[config.mk]
export PLATFORM = sky130hd
export DESIGN_NAME = lsu_mem_master
export DESIGN_NICKNAME = d
export VERILOG_FILES = /design/src/rtl/lsu_mem_master.sv
export SDC_FILE = /design/constraint.sdc
export NUM_CORES = 1
export LEC_CHECK = 0
export CAP_MARGIN = 15
export CORE_ASPECT_RATIO = 1.1
export CORE_MARGIN = 2
export CORE_UTILIZATION = 50
export CTS_CLUSTER_DIAMETER = 40
export DETAILED_ROUTE_END_ITERATION = 12
export PLACE_DENSITY = 0.9
export SLEW_MARGIN = 20
export SYNTH_ARGS = -nofsm -noshare
export SYNTH_HDL_FRONTEND = slang
export SYNTH_SLANG_ARGS = --single-unit
export TNS_END_PERCENT = 50
[constraint.sdc]
create_clock -name clk -period 6.8 [get_ports clk]
set_input_delay 1.36 -clock clk [delete_from_list [all_inputs] [get_ports clk]]
set_output_delay 1.36 -clock clk [all_outputs]
set_load 0.005 [all_outputs]
[src/rtl/lsu_mem_master.sv]
// Multi-cycle load/store unit bridging core byte/half/word requests onto a word-only data memory.
// Sub-word stores are done as read-modify-write; misaligned or out-of-range requests never touch memory.
module lsu_mem_master #(
    parameter int DEPTH = 64
) (
    input  logic        clk,
    input  logic        rst_n,
    input  logic        req_valid,
    output logic        req_ready,
    input  logic        req_we,
    input  logic [1:0]  req_size,
    input  logic        req_unsigned,
    input  logic [31:0] req_addr,
    input  logic [31:0] req_wdata,
    output logic        resp_valid,
    input  logic        resp_ready,
    output logic [31:0] resp_rdata,
    output logic        resp_err,
    output logic [31:0] mem_a,
    output logic        mem_we,
    output logic [31:0] mem_wd,
    input  logic [31:0] mem_rd
);

    typedef enum logic [1:0] {
        IDLE = 2'b00,
        RD   = 2'b01,
        WR   = 2'b10,
        RESP = 2'b11
    } state_t;

    state_t      state_r, state_s;
    logic [31:0] addr_r, wdata_r, rbuf_r;
    logic [1:0]  size_r;
    logic        we_r, uns_r, err_r;
    logic        accept_s, req_err_s;

    function automatic logic check_err(input logic [31:0] a, input logic [1:0] sz);
        logic e;
        case (sz)
            2'b00:   e = 1'b0;
            2'b01:   e = a[0];
            2'b10:   e = (a[1:0] != 2'b00);
            default: e = 1'b1;
        endcase
        return e | ({2'b00, a[31:2]} >= 32'(DEPTH));
    endfunction

    function automatic logic [31:0] load_extract(input logic [31:0] w, input logic [1:0] a,
                                                 input logic [1:0] sz, input logic uns);
        logic [7:0]  b;
        logic [15:0] h;
        logic [31:0] r;
        b = w[{a, 3'b000} +: 8];
        h = w[{a[1], 4'b0000} +: 16];
        case (sz)
            2'b00:   r = uns ? {24'h000000, b} : {{24{b[7]}}, b};
            2'b01:   r = uns ? {16'h0000, h} : {{16{h[15]}}, h};
            default: r = w;
        endcase
        return r;
    endfunction

    function automatic logic [31:0] store_merge(input logic [31:0] old_w, input logic [31:0] wd,
                                                input logic [1:0] a, input logic [1:0] sz);
        logic [31:0] r;
        r = old_w;
        case (sz)
            2'b00:   r[{a, 3'b000} +: 8]     = wd[7:0];
            2'b01:   r[{a[1], 4'b0000} +: 16] = wd[15:0];
            default: r = wd;
        endcase
        return r;
    endfunction

    assign req_err_s = check_err(req_addr, req_size);

    // Next-state and output decode; outputs depend only on state and latched fields.
    always_comb begin
        state_s    = state_r;
        accept_s   = 1'b0;
        req_ready  = 1'b0;
        resp_valid = 1'b0;
        resp_err   = 1'b0;
        resp_rdata = 32'h0000_0000;
        mem_we     = 1'b0;
        mem_wd     = 32'h0000_0000;
        mem_a      = {addr_r[31:2], 2'b00};
        case (state_r)
            IDLE: begin
                req_ready = 1'b1;
                if (req_valid) begin
                    accept_s = 1'b1;
                    if (req_err_s) begin
                        state_s = RESP;
                    end else if (req_we && (req_size == 2'b10)) begin
                        state_s = WR;
                    end else begin
                        state_s = RD;
                    end
                end else begin
                    state_s = IDLE;
                end
            end
            RD: begin
                state_s = we_r ? WR : RESP;
            end
            WR: begin
                mem_we  = 1'b1;
                mem_wd  = store_merge(rbuf_r, wdata_r, addr_r[1:0], size_r);
                state_s = RESP;
            end
            RESP: begin
                resp_valid = 1'b1;
                resp_err   = err_r;
                if (err_r || we_r) begin
                    resp_rdata = 32'h0000_0000;
                end else begin
                    resp_rdata = load_extract(rbuf_r, addr_r[1:0], size_r, uns_r);
                end
                if (resp_ready) begin
                    state_s = IDLE;
                end else begin
                    state_s = RESP;
                end
            end
            default: state_s = IDLE;
        endcase
    end

    // State register.
    always_ff @(posedge clk or negedge rst_n) begin
        if (!rst_n) begin
            state_r <= IDLE;
        end else begin
            state_r <= state_s;
        end
    end

    // Request fields latched at acceptance.
    always_ff @(posedge clk or negedge rst_n) begin
        if (!rst_n) begin
            addr_r  <= 32'h0000_0000;
            wdata_r <= 32'h0000_0000;
            size_r  <= 2'b00;
            we_r    <= 1'b0;
            uns_r   <= 1'b0;
            err_r   <= 1'b0;
        end else if (accept_s) begin
            addr_r  <= req_addr;
            wdata_r <= req_wdata;
            size_r  <= req_size;
            we_r    <= req_we;
            uns_r   <= req_unsigned;
            err_r   <= req_err_s;
        end
    end

    // Read buffer captures the addressed word during RD.
    always_ff @(posedge clk or negedge rst_n) begin
        if (!rst_n) begin
            rbuf_r <= 32'h0000_0000;
        end else if (state_r == RD) begin
            rbuf_r <= mem_rd;
        end
    end

endmodule

## After elaboration in Yosys (flattened, before gate mapping)

Cells that the tools add are included.
W data, S select, Z words.

| word-level totals | value |
|---|---|
| register bits after elaboration | 103 |
| input bits | 104 |
| output and inout port bits | 100 |
| logic and storage cells | 52 |

| cells by class | value |
|---|---|
| $add $sub $neg | 2 |
| magnitude comparators | 1 |
| equality and inequality tests | 6 |
| shift-type cells | 6 |
| multiplexer cells | 22 |
| bitwise logic cells | 1 |
| reductions and logical operators | 6 |

Operators with widths:

| kind | count |
|---|---|
| $mux W32 | 5 |
| $pmux W32 S2 | 2 |
| $bwmux W32 | 2 |
| $shift A16 B7 Y32 const A | 1 |
| $shift A8 B7 Y32 const A | 1 |
| $shiftx A16 B7 Y32 | 1 |
| $shiftx A32 B6 Y16 | 1 |
| $shiftx A32 B6 Y8 | 1 |
| $shiftx A8 B7 Y32 | 1 |
| $ge A30 B7 Y1 const B | 1 |
| $neg A5 Y7 | 2 |
| $mux W2 | 4 |
| $pmux W2 S4 | 1 |
| $mux W1 | 7 |
| $eq A2 B1 Y1 const B | 3 |
| $eq A2 B2 Y1 const B | 3 |
| $logic_not A2 Y1 | 3 |
| $pmux W1 S3 | 1 |
| $reduce_bool A2 Y1 | 1 |
| $logic_and A1 B1 Y1 | 1 |
| $logic_or A1 B1 Y1 | 1 |
| $or A1 B1 Y1 | 1 |

## Logic depth before layout (Yosys ltp)

Gate-level depths: netlist of run 1.

| depth | value |
|---|---|
| depth in word-level cells | 6 |
| mapped depth | 9 |
| depth with buffers taken out | 6 |

## Worst setup path after synthesis of run 1

Ideal clock, no wire load.

| path | value |
|---|---|
| kind | register to output |
| from | register addr_r[1] |
| to | output mem_wd[30] |
| data arrival time | 2,130 ps |
| data required time | 5,440 ps |
| slack | 3,310 ps |
| cell stages (with the launch flop) | 10 |
| buffers on the path | 3 |
| cells stage by stage | dfrtp_1 -> buf_6 -> inv_1 -> clkbuf_1 -> ha_1 -> nor4bb_1 -> buf_2 -> a221oi_1 -> a211o_1 -> a21oi_1 |

| on the way | value |
|---|---|
| longest elaborated chain between the ends | 5 |

Ends and longest elaborated chain:

| item | line | source |
|---|---|---|
| start: declaration | 33 | `logic [31:0] addr_r, wdata_r, rbuf_r;` |
| start signal: assignment | 150 | `addr_r <= req_addr;` |
| $neg A5 Y7, on equally long branches | 70, 69 |  |
| $shiftx A16 B7 Y32, or another cell as far along | 70 | `2'b01: r[{a[1], 4'b0000} +: 16] = wd[15:0];` |
| $bwmux W32, on equally long branches | 70, 69 |  |
| $pmux W32 S2 (*) | 68 | `case (sz)` |
| $mux W32 (*) | 89 | `case (state_r)` |
| end: declaration | 21 | `output logic [31:0] mem_wd,` |

Mark *: on every way between the ends. The rest lies on a longest branch, timed or not.

## Worst setup path after layout of run 1

| path | value |
|---|---|
| from | register addr_r[0] |
| to | output mem_wd[28] |

| on the way | value |
|---|---|
| longest elaborated chain between the ends | 5 |

Ends and longest elaborated chain:

| item | line | source |
|---|---|---|
| $neg A5 Y7 (*) | 69 | `2'b00: r[{a, 3'b000} +: 8] = wd[7:0];` |
| $shiftx A8 B7 Y32 or $shift A8 B7 Y32 (tied branches) | 69 |  |
| $bwmux W32 (*) | 69 |  |
| $pmux W32 S2 (*) | 68 |  |
| $mux W32 (*) | 89 |  |

Marked as above.

==> results of run 1 <==
==> worst max-delay path, stage by stage (launching register included) <==
cell and delay [ns]:
dfrtp_1 0.87, inv_1 0.28, ha_1 0.43, nor4bb_2 0.75
a221oi_1 0.17, a211o_1 0.32, a21oi_1 0.24, clkdlybuf4s50_1 0.55
==> cell type report <==
cell class              instances  area [µm²]
well taps                     154         193
clock inverters                 6        92.6
multi-input cells             370        3030
inverters                      11        41.3
clock buffers                   9         225
flip-flops and latches        103        2580
diodes                          1        2.50
fillers                       837        3710
repair buffers                207        2050
==> worst paths after layout <==
path | depth (start not counted) | slack, ns | to | from
max | 7 | 1.45 | mem_wd[28] | addr_r[0]$_DFFE_PN0P_
max reg2reg | 3 | 4.73 | wdata_r[3]$_DFFE_PN0P_ | state_r[1]$_DFF_PN0_
max in group asynchronous | 2 | 4.62 | wdata_r[20]$_DFFE_PN0P_ | rst_n
min in group asynchronous | 1 | 1.00 | addr_r[8]$_DFFE_PN0P_ | rst_n
min | 1 | 0.49 | wdata_r[18]$_DFFE_PN0P_ | wdata_r[18]$_DFFE_PN0P_
min reg2reg | 1 | 0.49 | wdata_r[18]$_DFFE_PN0P_ | wdata_r[18]$_DFFE_PN0P_
==> power by group through the flow <==
stage / logic (mW) / registers [mW] / clock network, mW
after floorplan: 1.36 / 1.13 / 0
after global placement: 1.87 / 1.34 / 0
after detailed placement: 1.93 / 1.36 / 0
after CTS: 1.96 / 1.36 / 0.574
after global routing: 2.12 / 1.41 / 0.595
final: 1.98 / 1.38 / 0.564
==> registers in the layout, indices dropped and copies added (netlist names) <==
signal,count
uns_r,1
addr_r,32
err_r,1
wdata_r,32
state_r,2
rbuf_r,32
size_r,2
we_r,1
==> stage by stage <==
step	instance area (µm²)	utilization	power (mW)	std cells	hold slack, ns
detailed placement	7900	0.662	3.29	845	0.476
CTS	8210	0.688	3.89	860	0.494
floorplan	6080	-	2.50	562	0.458
global route	8220	0.689	4.12	861	0.508
global placement	7880	0.661	3.21	845	0.467
finish	8220	0.689	3.92	861	0.491
==> cells by family (layout without fill, tap and decap cells) <==
group	count (synthesis)	after routing	share of synthesized area
simple gates	104	104	0.0829
mux	121	121	0.234
fa+ha+maj	5	5	0.0103
other cells	1	3	0.000617
flops	103	103	0.424
buf+inv	89	233	0.0813
compound gates	138	138	0.167
==> layout by cell type (no fill, tap or decap), drive strengths merged, types with 15 or more instances in the layout <==
| cell type | instances |
|---|---|
| a221oi | 31 |
| mux2 | 96 |
| a21o | 17 |
| nor2 | 32 |
| nand2 | 31 |
| a211o | 16 |
| o22ai | 15 |
| dfrtp | 103 |
| mux2i | 18 |
| a21oi | 23 |
| clkdlybuf4s50 | 200 |
| nor3 | 17 |
==> routing by layer <==
metal,track usage,part of all wire,up-vias
met4,0.144,0.042,0
li1,-,-,2354
met1,0.404,0.38,2715
met3,0.0853,0.11,68
met2,0.500,0.47,393
met5,0,0,-
==> qor.txt, run 1 <==
status = completed
TNS Setup = 0 ns
PortBufs = 201
PD cells = 477 mW/mm²
max-slew violation count = 0
sequential share of the synthesized area = 0.424
CP endpoint kind = primary output
Commonest cells post-synth = dfrtp_1 (103), mux2_1 (64), buf_4 (32), nor2_1 (32)
RSZ-0062 raised after global routing = false
Clock Skew = 0.00966 ns
CTS Buffer Depth = 2
Ports = 204
Slew @ Worst Pin = 1.09 ns
Layout area overhead = 35.2%
TritonRoute pass-1 iters = 7
Starting Density = 0.510
Final nets = 811
CTS tree = built
residual DRC count = 0
Initial DRC Count = 662
vias in the first global route = 5489
chip width = 109 µm
Placement Rows = 42
Synth cell types = 46
dominant cell type by area after synthesis = dfrtp_1
yosys warns = 0
Final min period = 5.35 ns
clock power share = 0.144
critical path class = register to primary output
WL per Instance = 23.6 µm
Seq cells post-synth = 103
ys flop type = dfrtp_1
final wirelength = 20300 µm
Root Driver = clkbuf_16
layout cells sized above 1 = 0.0977
synthesized area per cell = 10.8 µm²
Die H = 120 µm
final RePlAce weighted congestion = 0.918
synth top area cells = dfrtp_1 (42%), mux2_1 (12%), mux2_2 (5.7%)
Remaining Overflow, GRT = 0
largest net degree at the start of global routing = 78
Post-CTS Resized = 0
Routed Antenna Nets = 0
CTS Buf Count = 9
worst endpoint data arrival time = 3.99 ns
Post-DP HPWL = 14600 µm
CTS clk-pin slew, worst paths = 0.07 ns
Core Box Area = 0.0119 mm²
Vias/cell = 6.42
Post-CTS Repair Setup Buffers = 0
Gate Count Post-Synth = 561
cts-stage hold buffer count = 0
Vias = 5530
final setup fails = 0
overall routing resource usage = 0.317
asr flop ratio synth = 1.00
first-pass GRT wire length = 30700 µm
switching share of total power = 0.407
Yosys top cell area share = 0.424
part of the power in registers = 0.352
setup slack at placement = 1.92 ns
worst ir drop on vdd = 0.242 mV
final hold vios = 0
Post-synth EDFFs = 0
final worst-path setup slack = 1.45 ns
Die Area = 0.0131 mm²
Relative slew margins = 0.274
clk_lat worst skew = 0.36 ns
Setup crit start kind = register
Gate power share = 0.504
Leak Pwr = 3.39 nW
worst-path maximum fanout = 20
initial antenna violation count = 1
required time of the critical path = 5.44 ns
most frequent cell after synthesis = dfrtp_1
post-route clock period utilization = 0.787
Net Switching = 1.60 mW
Max Freq = 187 MHz
type of the tightest min-delay check = register to register
Max Cap Violations = 0
Mapped Area = 0.00608 mm²
TritonCTS Sinks = 103
H-tree lvl count = 3
Pint = 2.33 mW
No activity file was read; power rests on OpenSTA's default activity.
==> run 2: changes to the inputs <==
Settings changed: CORE_UTILIZATION 50 to 47, PLACE_DENSITY 0.9 to 0.85.
Clock period 6.8 ns to 5.5 ns, I/O delays scaled along.
==> run 2 against run 1 <==
- core utilization decreased by 3.9 points
- hold slack got worse by 0.00063 ns
- cell count is 0.70% higher
- routed wire length fell by 5.4%
- global-route usage shrank 4.2 points
- non-clock buffer count increased by 3
- final area is essentially flat
- worst setup slack got worse by 0.63 ns
==> qor.txt, run 2 (synthesis results as in run 1) <==
clk_lat worst skew = 0.35 ns (was 0.36 ns)
worst endpoint data arrival time = 3.58 ns (was 3.99 ns)
Die H = 123 µm (was 120 µm)
Post-CTS Repair Setup Buffers = 0 (unchanged)
FF+latch area = 0.00258 mm² (unchanged)
TritonRoute pass-1 iters = 9 (was 7)
vias in the first global route = 5474 (was 5489)
Buf/Inv on CP = 3 (was 2)
Max Freq = 214 MHz
Core Box Area = 0.0126 mm² (was 0.0119 mm²)
final wirelength = 19200 µm (was 20300 µm)
r2r setup slk = 3.44 ns (was 4.73 ns)
Fin Hold WS = 0.491 ns (about the same)
Die Area = 0.0139 mm² (was 0.0131 mm²)
CP endpoint kind = primary output (unchanged)
initial antenna violation count = 0 (was 1)
Crit path largest cell delay = 0.91 ns (was 0.87 ns)
first-pass GRT wire length = 29500 µm (was 30700 µm)
final RePlAce weighted congestion = 0.874 (was 0.918)
residual DRC count = 0 (unchanged)
most frequent cells in the layout = clkdlybuf4s50_1 (200), dfrtp_1 (103), mux2_1 (64) (unchanged)
final setup fails = 0 (unchanged)
PortBufs = 201 (unchanged)
biggest regs = addr_r x32, rbuf_r x32, wdata_r x32 (unchanged)
WL per Instance = 22.2 µm (was 23.6 µm)
TNS Setup = 0 ns (unchanged)
critical path class = register to primary output (unchanged)
most common cell after layout, fill and taps aside = clkdlybuf4s50_1 (unchanged)
final worst-path setup slack = 0.819 ns (was 1.45 ns)
layout cells sized above 1 = 0.0986 (was 0.0977)
Relative slew margins = 0.278 (was 0.274)
Routed Antenna Nets = 0 (unchanged)
Setup crit start kind = register (unchanged)
Vias/cell = 6.20 (was 6.42)
chip width = 112 µm (was 109 µm)
overall power = 4.77 mW (was 3.92 mW)
max-slew violation count = 0 (unchanged)
CP max stage cell = dfrtp_1 (unchanged)
required time of the critical path = 4.40 ns (was 5.44 ns)
dpl cells = 851 (was 845)
Remaining Overflow, GRT = 0 (unchanged)
Multi-input gate area = 0.00302 mm² (was 0.00303 mm²)
setup slack at placement = 1.25 ns (was 1.92 ns)
CTS Buf Count = 9 (unchanged)
CTS Buffer Depth = 2 (unchanged)
Slew @ Worst Pin = 1.08 ns (was 1.09 ns)
TritonCTS Sinks = 103 (unchanged)
overall routing resource usage = 0.275 (was 0.317)
Starting Density = 0.481 (was 0.510)
post-route clock period utilization = 0.851
worst-path cell chain = inv_1 -> ha_1 -> nor4bb_1 -> buf_4 -> a221oi_1 -> a211o_1 -> a21oi_1 -> clkdlybuf4s50_1 (was inv_1 -> ha_1 -> nor4bb_2 -> a221oi_1 -> a211o_1 -> a21oi_1 -> clkdlybuf4s50_1)
Ports = 204 (unchanged)
Final nets = 814 (was 811)
worst-path maximum fanout = 20 (unchanged)
cts-stage hold buffer count = 0 (unchanged)
worst ir drop on vdd = 0.375 mV (was 0.242 mV)
CTS clk-pin slew, worst paths = 0.07 ns (about the same)
Vias = 5377 (was 5530)
Finished Layout Cells = 867 (was 861)
largest net degree at the start of global routing = 78 (unchanged)
status = completed (unchanged)
fill count = 929 (was 837)
final hold vios = 0 (unchanged)
Clock Skew = 0.00793 ns (was 0.00966 ns)
CTS tree = built (unchanged)
Final min period = 4.68 ns
Max Cap Violations = 0 (unchanged)
Placement Rows = 43 (was 42)
type of the tightest min-delay check = register to register (unchanged)
Post-CTS Resized = 0 (unchanged)
ANT cells = 0 (was 1)
Top Family by Delay on Critical Path = buffers and inverters (was flip-flops)
Initial DRC Count = 517 (was 662)
Layout area overhead = 35.3% (was 35.2%)
Root Driver = clkbuf_16 (unchanged)
Leak Pwr = 3.40 nW (was 3.39 nW)
RSZ-0062 raised after global routing = false (unchanged)
H-tree lvl count = 3 (unchanged)
Post-DP HPWL = 14100 µm (was 14600 µm)
PD cells = 580 mW/mm² (was 477 mW/mm²)
==> run 2: cell types whose count changed in the layout (fill, tap and decap cells not counted), sizes merged <==
cell / delta
buf: +3
bufinv: -1
clkbuf: +1
diode: -1
inv: +1
==> run 2: worst reg2reg max path, stage by stage (launching register included) <==
cell and delay [ns]:
dfrtp_1 0.44, nor2_1 0.22, and2_4 0.81, mux2_1 0.46
==> run 2: per-stage QoR <==
stage,utilization,cell area (µm²)
after global routing,0.650,8220
after CTS,0.650,8220
after detailed placement,0.626,7910
after global placement,0.626,7910
final,0.650,8220
after floorplan,-,6080
==> run 2: final timing paths <==
kind / from / to / cells after the start
max: addr_r[0]$_DFFE_PN0P_ / mem_wd[24] / 8
min reg2reg: wdata_r[31]$_DFFE_PN0P_ / wdata_r[31]$_DFFE_PN0P_ / 1
min: wdata_r[31]$_DFFE_PN0P_ / wdata_r[31]$_DFFE_PN0P_ / 1
min in group asynchronous: rst_n / addr_r[3]$_DFFE_PN0P_ / 1
max reg2reg: state_r[1]$_DFF_PN0_ / wdata_r[7]$_DFFE_PN0P_ / 3
max in group asynchronous: rst_n / rbuf_r[0]$_DFFE_PN0P_ / 2
==> run 2: final cells by class <==
type,instances,share of cell area
repair buffers,210,0.253
multi-input cells,370,0.367
inverters,11,0.00502
clock buffers,10,0.0291
clock inverters,6,0.00913
flip-flops and latches,103,0.313
well taps,157,0.0239
==> run 2: where the power goes <==
group | leakage (nW) | switching [mW] | total [mW] | internal (mW)
combinational | 2.02 | 1.07 | 2.40 | 1.34
sequential | 1.23 | 0.558 | 1.70 | 1.14
clock | 0.152 | 0.298 | 0.671 | 0.373
==> run 2: routing by layer <==
metal / global-route usage / part of all wire
met1: 0.350 / 0.38
met2: 0.447 / 0.47
met3: 0.0843 / 0.12
met4: 0.101 / 0.031
met5: 0 / 0
